--- config.mk ---
export PLATFORM = sky130hd
export DESIGN_NAME = appr_adder_err_stats
export DESIGN_NICKNAME = d
export VERILOG_FILES = /design/src/rtl/appr_adder_err_stats.sv
export SDC_FILE = /design/constraint.sdc
export NUM_CORES = 1
export LEC_CHECK = 0
export CAP_MARGIN = 20
export CORE_ASPECT_RATIO = 0.75
export CORE_MARGIN = 3
export CORE_UTILIZATION = 48
export CTS_CLUSTER_SIZE = 40
export DETAILED_ROUTE_END_ITERATION = 12
export MAX_ROUTING_LAYER = met4
export PLACE_DENSITY = 0.89
export SYNTH_ARGS = -nofsm -noshare
export SYNTH_HDL_FRONTEND = slang
export SYNTH_SLANG_ARGS = --single-unit
--- constraint.sdc ---
create_clock -name clk -period 4.8 [get_ports clk]
set_clock_uncertainty 0.15 [all_clocks]
set_input_delay 0.72 -clock clk [delete_from_list [all_inputs] [get_ports clk]]
set_output_delay 0.72 -clock clk [all_outputs]
set_load 0.05 [all_outputs]
--- src/rtl/appr_adder_err_stats.sv ---
// rtl/appr_adder_err_stats.sv - error statistics for an approximate adder under test
// Optional squared-error path built when ERR_STATS_SQ_EN is defined.
module appr_adder_err_stats #(
   parameter int WIDTH    = 32,
   parameter int CNT_W    = 32,
   parameter int ACC_W    = 64,
   parameter int SQ_ACC_W = 96
) (
   input  logic                clk,
   input  logic                rst,
   input  logic                start,
   input  logic [CNT_W-1:0]    num_samples,
   input  logic                in_valid,
   output logic                in_ready,
   input  logic [WIDTH-1:0]    A,
   input  logic [WIDTH-1:0]    B,
   input  logic [WIDTH-1:0]    S,
   input  logic                Cout,
   output logic                busy,
   output logic                done,
   output logic [CNT_W-1:0]    sample_cnt,
   output logic [ACC_W-1:0]    err_sum,
   output logic [SQ_ACC_W-1:0] err_sq_sum,
   output logic [WIDTH:0]      max_abs_err,
   output logic [CNT_W-1:0]    nz_err_cnt,
   output logic                ovf
);

   typedef enum logic [1:0] {IDLE, RUN, DRAIN, DONE} state_t;

   state_t           state, state_nxt;
   logic [CNT_W-1:0] n_lat;
   logic             drain_cnt;
   logic             hs, last_hs;

   logic [WIDTH:0]   exact_sum;
   logic [WIDTH+1:0] err_now;
   logic             s1_valid;
   logic [WIDTH+1:0] s1_err;

   logic             err_neg;
   logic [WIDTH:0]   err_abs;
   logic [ACC_W-1:0] err_ext, sum_nxt;
   logic             sum_ovf, sq_ovf;

   // start has priority over an offered sample in the same cycle
   assign in_ready = (state == RUN) && (sample_cnt < n_lat) && !start;
   assign hs       = in_valid && in_ready;
   assign last_hs  = hs && (sample_cnt == n_lat - CNT_W'(1));
   assign busy     = (state == RUN) || (state == DRAIN);
   assign done     = (state == DONE);

   always_comb begin
      state_nxt = state;
      case (state)
         RUN:     if (last_hs) state_nxt = DRAIN;
         DRAIN:   if (drain_cnt) state_nxt = DONE;
         default: ;
      endcase
      if (start) state_nxt = (num_samples == '0) ? DONE : RUN;
   end

   always_ff @(posedge clk) begin
      if (rst) state <= IDLE;
      else     state <= state_nxt;
   end

   always_ff @(posedge clk) begin
      if (rst || state != DRAIN) drain_cnt <= 1'b0;
      else                       drain_cnt <= 1'b1;
      if (rst)        n_lat <= '0;
      else if (start) n_lat <= num_samples;
      if (rst || start) sample_cnt <= '0;
      else if (hs)      sample_cnt <= sample_cnt + CNT_W'(1);
   end

   // Stage 1: signed error in WIDTH+2 bits
   assign exact_sum = {1'b0, A} + {1'b0, B};
   assign err_now   = {1'b0, Cout, S} - {1'b0, exact_sum};

   always_ff @(posedge clk) begin
      if (rst || start) s1_valid <= 1'b0;
      else              s1_valid <= hs;
      if (rst)     s1_err <= '0;
      else if (hs) s1_err <= err_now;
   end

   // Stage 2: accumulate
   assign err_neg = s1_err[WIDTH+1];
   assign err_abs = err_neg ? (WIDTH+1)'(-s1_err) : s1_err[WIDTH:0];
   assign err_ext = {{(ACC_W-WIDTH-2){err_neg}}, s1_err};
   assign sum_nxt = err_sum + err_ext;
   assign sum_ovf = (err_sum[ACC_W-1] == err_neg) && (sum_nxt[ACC_W-1] != err_neg);

`ifdef ERR_STATS_SQ_EN
   logic [2*WIDTH+1:0]  err_sq;
   logic [SQ_ACC_W-1:0] sq_nxt;
   logic                sq_carry;

   assign err_sq = (2*WIDTH+2)'(err_abs) * (2*WIDTH+2)'(err_abs);
   assign {sq_carry, sq_nxt} = {1'b0, err_sq_sum} + {1'b0, {(SQ_ACC_W-2*WIDTH-2){1'b0}}, err_sq};
   assign sq_ovf = sq_carry;

   always_ff @(posedge clk) begin
      if (rst || start) err_sq_sum <= '0;
      else if (s1_valid) err_sq_sum <= sq_nxt;
   end
`else
   assign sq_ovf     = 1'b0;
   assign err_sq_sum = '0;
`endif

   always_ff @(posedge clk) begin
      if (rst || start) begin
         err_sum     <= '0;
         max_abs_err <= '0;
         nz_err_cnt  <= '0;
         ovf         <= 1'b0;
      end else if (s1_valid) begin
         err_sum <= sum_nxt;
         if (err_abs >= max_abs_err) max_abs_err <= err_abs;
         if (s1_err != '0) nz_err_cnt <= nz_err_cnt + CNT_W'(1);
         ovf <= ovf | sum_ovf | sq_ovf;
      end
   end

endmodule
# --- Word-level counts from Yosys, hierarchy flattened ---
# Index checks and enable logic that the tools add are counted.
totals:
  word_cells: 51
  in_bits: 133
  out_inout_bits: 261
  reg_bits: 232
classes:
  n_eq_ne: 9
  add_sub_neg: 7
  n_reduce_logical: 15
  n_mux: 7
  magnitude_cmp: 2
  n_bitwise: 1
ops:
  columns: ["op", "n"]
  rows:
  - ["adder 32 x 1 -> 32 bit, second input constant", 2]
  - ["adder 64 bit", 1]
  - ["nonzero test 34 bit", 1]
  - ["subtractor 33 x 33 -> 34 bit", 1]
  - ["adder 32 x 32 -> 33 bit", 1]
  - ["greater-or-equal comparator 33 bit", 1]
  - ["2-to-1 mux 33 bit", 1]
  - ["negation 33 bit", 1]
  - ["equality test 32 bit", 1]
  - ["logical NOT 32 bit", 1]
  - ["less-than comparator 32 bit", 1]
  - ["subtractor 32 x 1 -> 32 bit, second input constant", 1]
  - ["2-to-1 mux 2 bit", 4]
  - ["!= test 3 bit, second input constant", 2]
  - ["logical AND 1 bit", 5]
  - ["equality test 2 bit, second input constant", 2]
  - ["one-hot mux 2 bit (2 select lines)", 1]
  - ["AND reduction 2 bit", 2]
  - ["logical OR 1 bit", 3]
  - ["AND reduction 3 bit", 1]
  - ["nonzero test 3 bit", 1]
  - ["equality test 2 x 1 -> 1 bit, second input constant", 1]
  - ["!= test 2 bit, second input constant", 1]
  - ["equality test 1 bit", 1]
  - ["other kinds (4)", 4]

# --- Logic depth before layout (Yosys ltp) ---
depth:
  word_depth: 8
  mapped_depth: 21
  mapped_depth_nobuf: 20

# --- Worst setup path before layout ---
# OpenSTA, ideal clock, no wires.
synth_path:
  path_type: "input-to-reg"
  startpoint: "input A[0]"
  endpoint: "register s1_err[32]"
  t_required_ps: 4564
  setup_time_ps: 86
  path_buffers: 0
  stages: 16
  path_slack_ps: 81
  arrival_time_ps: 4484
  cell_sequence: "inv_1 -> fa_1 -> inv_1 -> ha_1 -> or2_2 -> fa_1 -> a21oi_1 -> o21ai_1 -> a2111o_1 -> a221oi_1 -> a31o_2 -> a211oi_1 -> o31a_1 -> o311ai_1 -> xor2_1 -> a211oi_1"
synth_between:
  elab_chain_cells: 2
synth_lines:
  columns: ["item", "line_no", "text"]
  rows:
  - ["start, declared", "15", "input logic [WIDTH-1:0] A,"]
  - ["adder 32 x 32 -> 33 bit", "78", "assign exact_sum = {1'b0, A} + {1'b0, B};"]
  - ["subtractor 33 x 33 -> 34 bit", "79", "assign err_now = {1'b0, Cout, S} - {1'b0, exact_sum};"]
  - ["end signal, assigned", "85", "else if (hs) s1_err <= err_now;"]
  - ["end, declared", "39", "logic [WIDTH+1:0] s1_err;"]
# Every way passes these cells.
# A chain may end at the register's enable or synchronous reset.

# --- Worst setup path in the final report ---
layout_path:
  startpoint: "register s1_err[8]"
  endpoint: "register max_abs_err[4]"
layout_between:
  elab_chain_cells: 4
layout_lines:
  columns: ["item", "line_no", "text"]
  rows:
  - ["negation 33 bit", "90", "assign err_abs = err_neg ? (WIDTH+1)'(-s1_err) : s1_err[WIDTH:0];"]
  - ["2-to-1 mux 33 bit", "90", null]
  - ["via err_abs[27]", "42", "logic [WIDTH:0] err_abs;"]
  - ["greater-or-equal comparator 33 bit", "121", "if (err_abs >= max_abs_err) max_abs_err <= err_abs;"]
  - ["AND reduction 2 bit (no line)", null, null]
  - ["end signal, assigned", "121", null]
  - ["end, declared", "24", "output logic [WIDTH:0] max_abs_err,"]
# The timed path passes the listed nets, and every way through them passes these cells.

==> metrics.md <==
| Metric | Value |
|---|---|
| Initial core utilization | 0.488 |
| Post-synth ARST share | 0 |
| Number of enable flip-flop cells after synthesis | 0 |
| Main combinational cell family by area after synthesis | simple AND/OR/NAND/NOR gates |
| TritonCTS Buffers | 27 |
| Port bufs | 297 |
| Setup WS pre-CTS | -0.761 ns |
| Largest net degree at the start of global routing | 72 |
| Core outline area | 0.0384 sq mm |
| Setup TNS | 0 ns |
| Power per cell area | 265 mW/mm^2 |
| Commonest non-fill, non-tap cells in the layout | 292 x clkdlybuf4s50_1, 230 x dfxtp_1, 210 x nor2_1, 187 x nand2_1, 179 x inv_1 |
| Multiplexer share of the synthesized area | 0.0401 |
| Synth Area in XOR/XNOR | 0.0944 |
| Die Y | 177 um |
| Slew margin rel. | 0.406 |
| Critical path fanouts, max | 15 |
| Synth Warn # | 0 |
| Clk_lat worst skew | 0.55 ns |
| RSZ-0062 raised after global routing | yes |
| NumNets Final | 2986 |
| Post-synthesis cell count | 2342 |
| Sequential share of the synthesized area | 0.248 |
| Initial DRC count | 1313 |
| #FFs+latches synth | 232 |
| Compound-cell area share of the yosys netlist | 0.184 |
| VDD IR max | 0.294 mV |
| ANT nets after route | 0 |
| CTS max path bufs | 3 |
| Max Freq | 217 MHz |
| Via density | 5.67 |
| Synth area leaders | dfxtp_1 25%, ha_1 11%, xnor2_1 5.7%, a21oi_1 4.4%, nor2_1 4.3% |
| Worst endpoint required time | 5.05 ns |
| DR DRC count | 0 |
| Fin. Hold Viols | 0 |
| Critical Path AT | 4.86 ns |
| Num rows | 62 |
| Outcome | complete, no violations |
| Total grt overflow | 0 |
| Commonest non-fill, non-tap cell in the layout | clkdlybuf4s50_1 |
| Share of layout cells above drive strength 1 | 0.0648 |
| TritonRoute pass-1 iters | 6 |
| Initial antenna violation count | 0 |
| Critical path launch point type | flip-flop |
| IO Count | 394 |
| Post-Syn Area | 0.0187 sq mm |
| DR WL/cell | 18.0 um |
| Clock Pin Slew Worst Setup and Hold Paths | 0.06 ns |
| Critical setup path kind | reg2reg |
| Final period util | 0.961 |
| Ys flop type | dfxtp_1 |
| CTS H-tree depth | 1 |
| Die Width | 234 um |
| Final WL | 57200 um |
| GP Congestion | 0.917 |
| Worst slew pin tran | 0.889 ns |
| Vias in the first global route | 17157 |
| Number of setup violations in the final report | 0 |
| Syn-to-layout area delta | 24.0% |
| HPWL after DPL | 44400 um |
| Total leakage power | 9.58 nW |
| Clock sinks | 232 |
| Crit end category | flip-flop |
| Root buffer selected by CTS | clkbuf_16 |
| Post-route setup slack | 0.188 ns |
| Synthesized-area fraction occupied by adder cells | 0.149 |
| Final min period | 4.61 ns |
| Final Max Tran Viols | 0 |
| Yosys cell types | 85 |
| Total die area | 0.0415 sq mm |
| CTS tree | built |
| Max-cap violations | 0 |
| First-pass GRT wire length | 89400 um |
| ANT cells | 0 |
| Worst min-delay path class | in2reg |
| Top cell type's share of synthesized area | 0.248 |
| Largest area contributor in the netlist | dfxtp_1 |
| Post-Synth Simple-Gate Area | 0.194 |
| Mean Syn Cell Area | 8.00 sq um |
| Via count | 18025 |
| Total power | 6.15 mW |
| Tot GR Track Use | 0.270 |
[cell type report]
cell class / count / area [sq um]
clock inverter: 14 / 165
clock buffer: 33 / 708
sequential: 232 / 4650
timing repair buffer: 362 / 3520
multi-input combinational: 1846 / 12900
inverter: 181 / 679
tap: 512 / 641
fill: 3311 / 15100
[logic make-up after synthesis]
| kind of cell | Yosys count |
|---|---|
| other | 1 |
| DFF | 232 |
| muxes | 75 |
| adders and majority gates | 203 |
| AOI/OAI and AO/OA | 534 |
| buffers and inverters | 359 |
| xor gates and xnor gates | 202 |
| and+or+nand+nor | 736 |
[flip-flops by register name, summed over array words and instances (netlist names)]
name / count
err_sum: 64
s1_err: 34
max_abs_err: 33
n_lat: 32
nz_err_cnt: 32
sample_cnt: 32
state: 2
drain_cnt: 1
ovf: 1
s1_valid: 1
[final timing paths]
path | from | to | slack (ns) | cells past startpoint
setup reg to reg | s1_err[8] | max_abs_err[4] | 0.19 | 19
hold reg to reg | err_sum[38] | err_sum[38] | 0.33 | 2
setup / recovery | s1_err[8] | max_abs_err[4] | 0.19 | 19
hold / removal | rst | state[0] | 0.33 | 2
[per-stage QoR]
step | hold slack (ns) | cells | area [sq um] | util
CTS | 0.302 | 3174 | 23100 | 0.602
detailed placement | 0.327 | 3127 | 22200 | 0.578
global placement | 0.323 | 3126 | 22200 | 0.578
global route | 0.323 | 3180 | 23300 | 0.606
finish | 0.330 | 3180 | 23300 | 0.606
floorplan | 0.317 | 2437 | 19100 | -
[worst max-delay path: stages (launching register included)]
cell and delay (ns):
dfxtp_1 0.32, or4_1 0.60, or4_4 0.48, or2_4 0.31, o41ai_2 0.22, buf_4 0.19, nand2_1 0.06, xnor2_1 0.14
ha_1 0.30, nand4_1 0.13, nor3_2 0.26, nand3_1 0.12, nor3_2 0.15, a211oi_1 0.07, o21ai_1 0.16, o21ai_1 0.14
a21oi_4 0.22, buf_12 0.18, mux2i_1 0.22, nor2_1 0.06
[synth_stat cells (4+ instances only)]
cell and number:
a21o_1 61, or4_1 12, a21oi_1 163, ha_1 170
o41ai_1 5, nand2b_1 14, o21a_1 28, nor2_1 213
clkbuf_1 67, a31o_2 5, nor2b_1 14, a221oi_1 6
inv_1 181, buf_4 96, or3_1 19, buf_1 13
o21bai_1 21, nor4_1 24, o31ai_1 50, o211ai_1 11
o31a_1 4, nor3_1 35, mux2i_1 74, a21boi_0 5
a31oi_1 8, xor2_1 79, and4_1 9, xnor2_1 123
nand3_1 84, fa_1 33, nor4b_1 4, nand4_1 52
o21ai_0 100, a211oi_1 27, nand2_1 187, or2_2 11
and3_1 26, dfxtp_1 232, and2_1 7
[per-layer routing]
layer | share of wire | global-route usage | vias up | routed length [um]
li1 | - | - | 8696 | -
met1 | 0.44 | 0.356 | 8586 | 25300
met2 | 0.47 | 0.442 | 620 | 26900
met3 | 0.058 | 0.0259 | 123 | 3290
met4 | 0.029 | 0.0724 | 0 | 1650
met5 | 0 | - | - | 0
[report_power, final]
group | internal [mW] | total, mW | leakage (nW) | switching [mW]
clock network | 1.21 | 2.10 | 0.425 | 0.887
registers | 1.97 | 2.04 | 1.88 | 0.0707
logic | 0.834 | 2.01 | 7.28 | 1.18
[repair_timing]
item,4_1_cts,5_1_grt
hold endpoints to repair,0,0
gates resized for setup,10,23
hold buffers,0,0
setup endpoints to repair,20,39
pin swaps,1,14
setup buffers,0,5
cloned,0,1
Note: power is estimated with default switching activity, not from simulation.
==> RTL change, RTL diff (same settings) <==
`CNT_W`: 32 -> 24.
--- a/src/rtl/appr_adder_err_stats.sv
+++ b/src/rtl/appr_adder_err_stats.sv
@@ -4,3 +4,3 @@
    parameter int WIDTH    = 32,
-   parameter int CNT_W    = 32,
+   parameter int CNT_W    = 24,
    parameter int ACC_W    = 64,
Ports: changed (resized num_samples, nz_err_cnt and sample_cnt); port bits go from 394 to 370. The function was not compared with the original's and may differ.
==> RTL change against the unedited design <==
  * The flow now finishes with violations (setup timing)
  * Synthesized area down 6.3%
  * Count of clock-buffer cells in the layout up 1
  * Via count down 6.2%
  * Routed wire length down 5.7%
  * Power down 1.2%
  * Sequential cell count down 24
  * Design area down 5.8%
  * Final cell count down 6.6%
  * Sequential power down 8%
  * Worst setup slack worse by 0.67 ns
  * Critical endpoint is now max_abs_err[12]
  * Highest routed layer unchanged
==> RTL change: results (changes against the unedited design) <==
Critical path
  – Register-to-Register Path Depth: 21 (+2)
  – Critical Path AT: 5.58 ns (+0.72 ns)
  – Reg2reg end: max_abs_err[12]
  – Max incr delay on CP: 0.54 ns (-0.06 ns)
  – Reg2reg start: s1_err[6]
  – CP max FO: 7 (-8)

Finish
  – Fin nets: 2806 (-6.0%)
  – Ratio of cells with drive above 1 in the final layout: 7.27% (+0.78 points)

Global route
  – Tot GR Track Use: 26.7% (-0.23 points)
  – Largest net degree at the start of global routing: 71 (-1.4%)

STA
  – Worst hold slack: 0.341 ns (+0.0107 ns)
  – Setup-failing EPs final: 33 (+33)
  – Final worst slack: -0.481 ns (-0.669 ns)
  – Relative slew slack: 37.8% (-2.8 points)
  – Setup TNS: -13.71 ns (-13.71 ns)

Routing
  – Via density: 5.70 (+0.51%)
  – Iter 0 DRT Violations: 1237 (-5.8%)
  – Detailed Route WL: 53.9 mm (-5.7%)

Status
  – Failing checks: setup timing
  – Outcome: finished, violations left

Yosys
  – Post-synthesis compound-gate area fraction: 17.6% (-0.78 points)
  – Multiplexer area fraction after synthesis: 6.50% (+2.5 points)
  – Post-Synthesis Cells: 2199 (-6.1%)
  – Synth cell count leaders: nor2_1, dfxtp_1, inv_1, ha_1, a21oi_1

Place
  – I/O Buffers: 273 (-8.1%)
  – Post-Place Cell Area: 0.0207 mm^2 (-6.7%)
  – Post-placement cell count: 2915 (-6.8%)
## RTL change: cell count changes after synthesis, moves of 24 or more
| cell | change |
|---|---|
| dfxtp_1 | -24 |
| mux2i_1 | +39 |
| nand2_1 | -54 |
| nand3_1 | -48 |
| nor3_1 | +59 |
| o31ai_1 | -32 |
## RTL change: metal layers
metal	global-route usage (%)	vias to the layer above	share of wire, %
met1	34.8	8049	44
met4	7.68	0	3.0
met5	-	-	0
li1	-	8107	-
met3	3.96	87	7.2
met2	43.3	671	46
## RTL change: power breakdown
part           total, mW  internal [mW]  switching [mW]
Combinational       2.19          0.934            1.26
Clock               2.02           1.23           0.782
Sequential          1.87           1.78          0.0864
## RTL change: final cells by class
cell class,count,area (um^2)
fill,3115,14100
multi-input combinational,1733,12300
sequential,208,4170
timing repair buffer,348,3350
clock buffer,34,741
inverter,171,642
tap,465,582
clock inverter,10,130
## RTL change: critical path: cells and delay by family (launching register included)
kind / cells / cell delay (ns)
simple gates: 7 / 2.36
compound gates: 8 / 1.22
buf+inv: 4 / 0.61
flops: 1 / 0.34
fa+ha+maj: 1 / 0.31
xor+xnor: 1 / 0.21
## RTL change: worst max-delay path by stage
stage | endpoint | slack [ns] | depth (start not counted) | start
4_1_cts | max_abs_err[28] | -0.34 | 21 | s1_err[6]
2_1_floorplan | max_abs_err[10] | -0.15 | 20 | s1_err[6]
6_report | max_abs_err[12] | -0.48 | 21 | s1_err[6]
3_3_place_gp | s1_err[32] | -0.42 | 17 | A[0]
5_1_grt | max_abs_err[6] | -0.65 | 22 | s1_err[2]
3_5_place_dp | s1_err[32] | -0.49 | 18 | A[0]
## RTL change: cells by family after synthesis
family          after synthesis
mux                         114
buf+inv                     353
xor+xnor                    177
other cells                   1
compound gates              488
simple gates                663
flops                       208
fa+ha+maj                   195
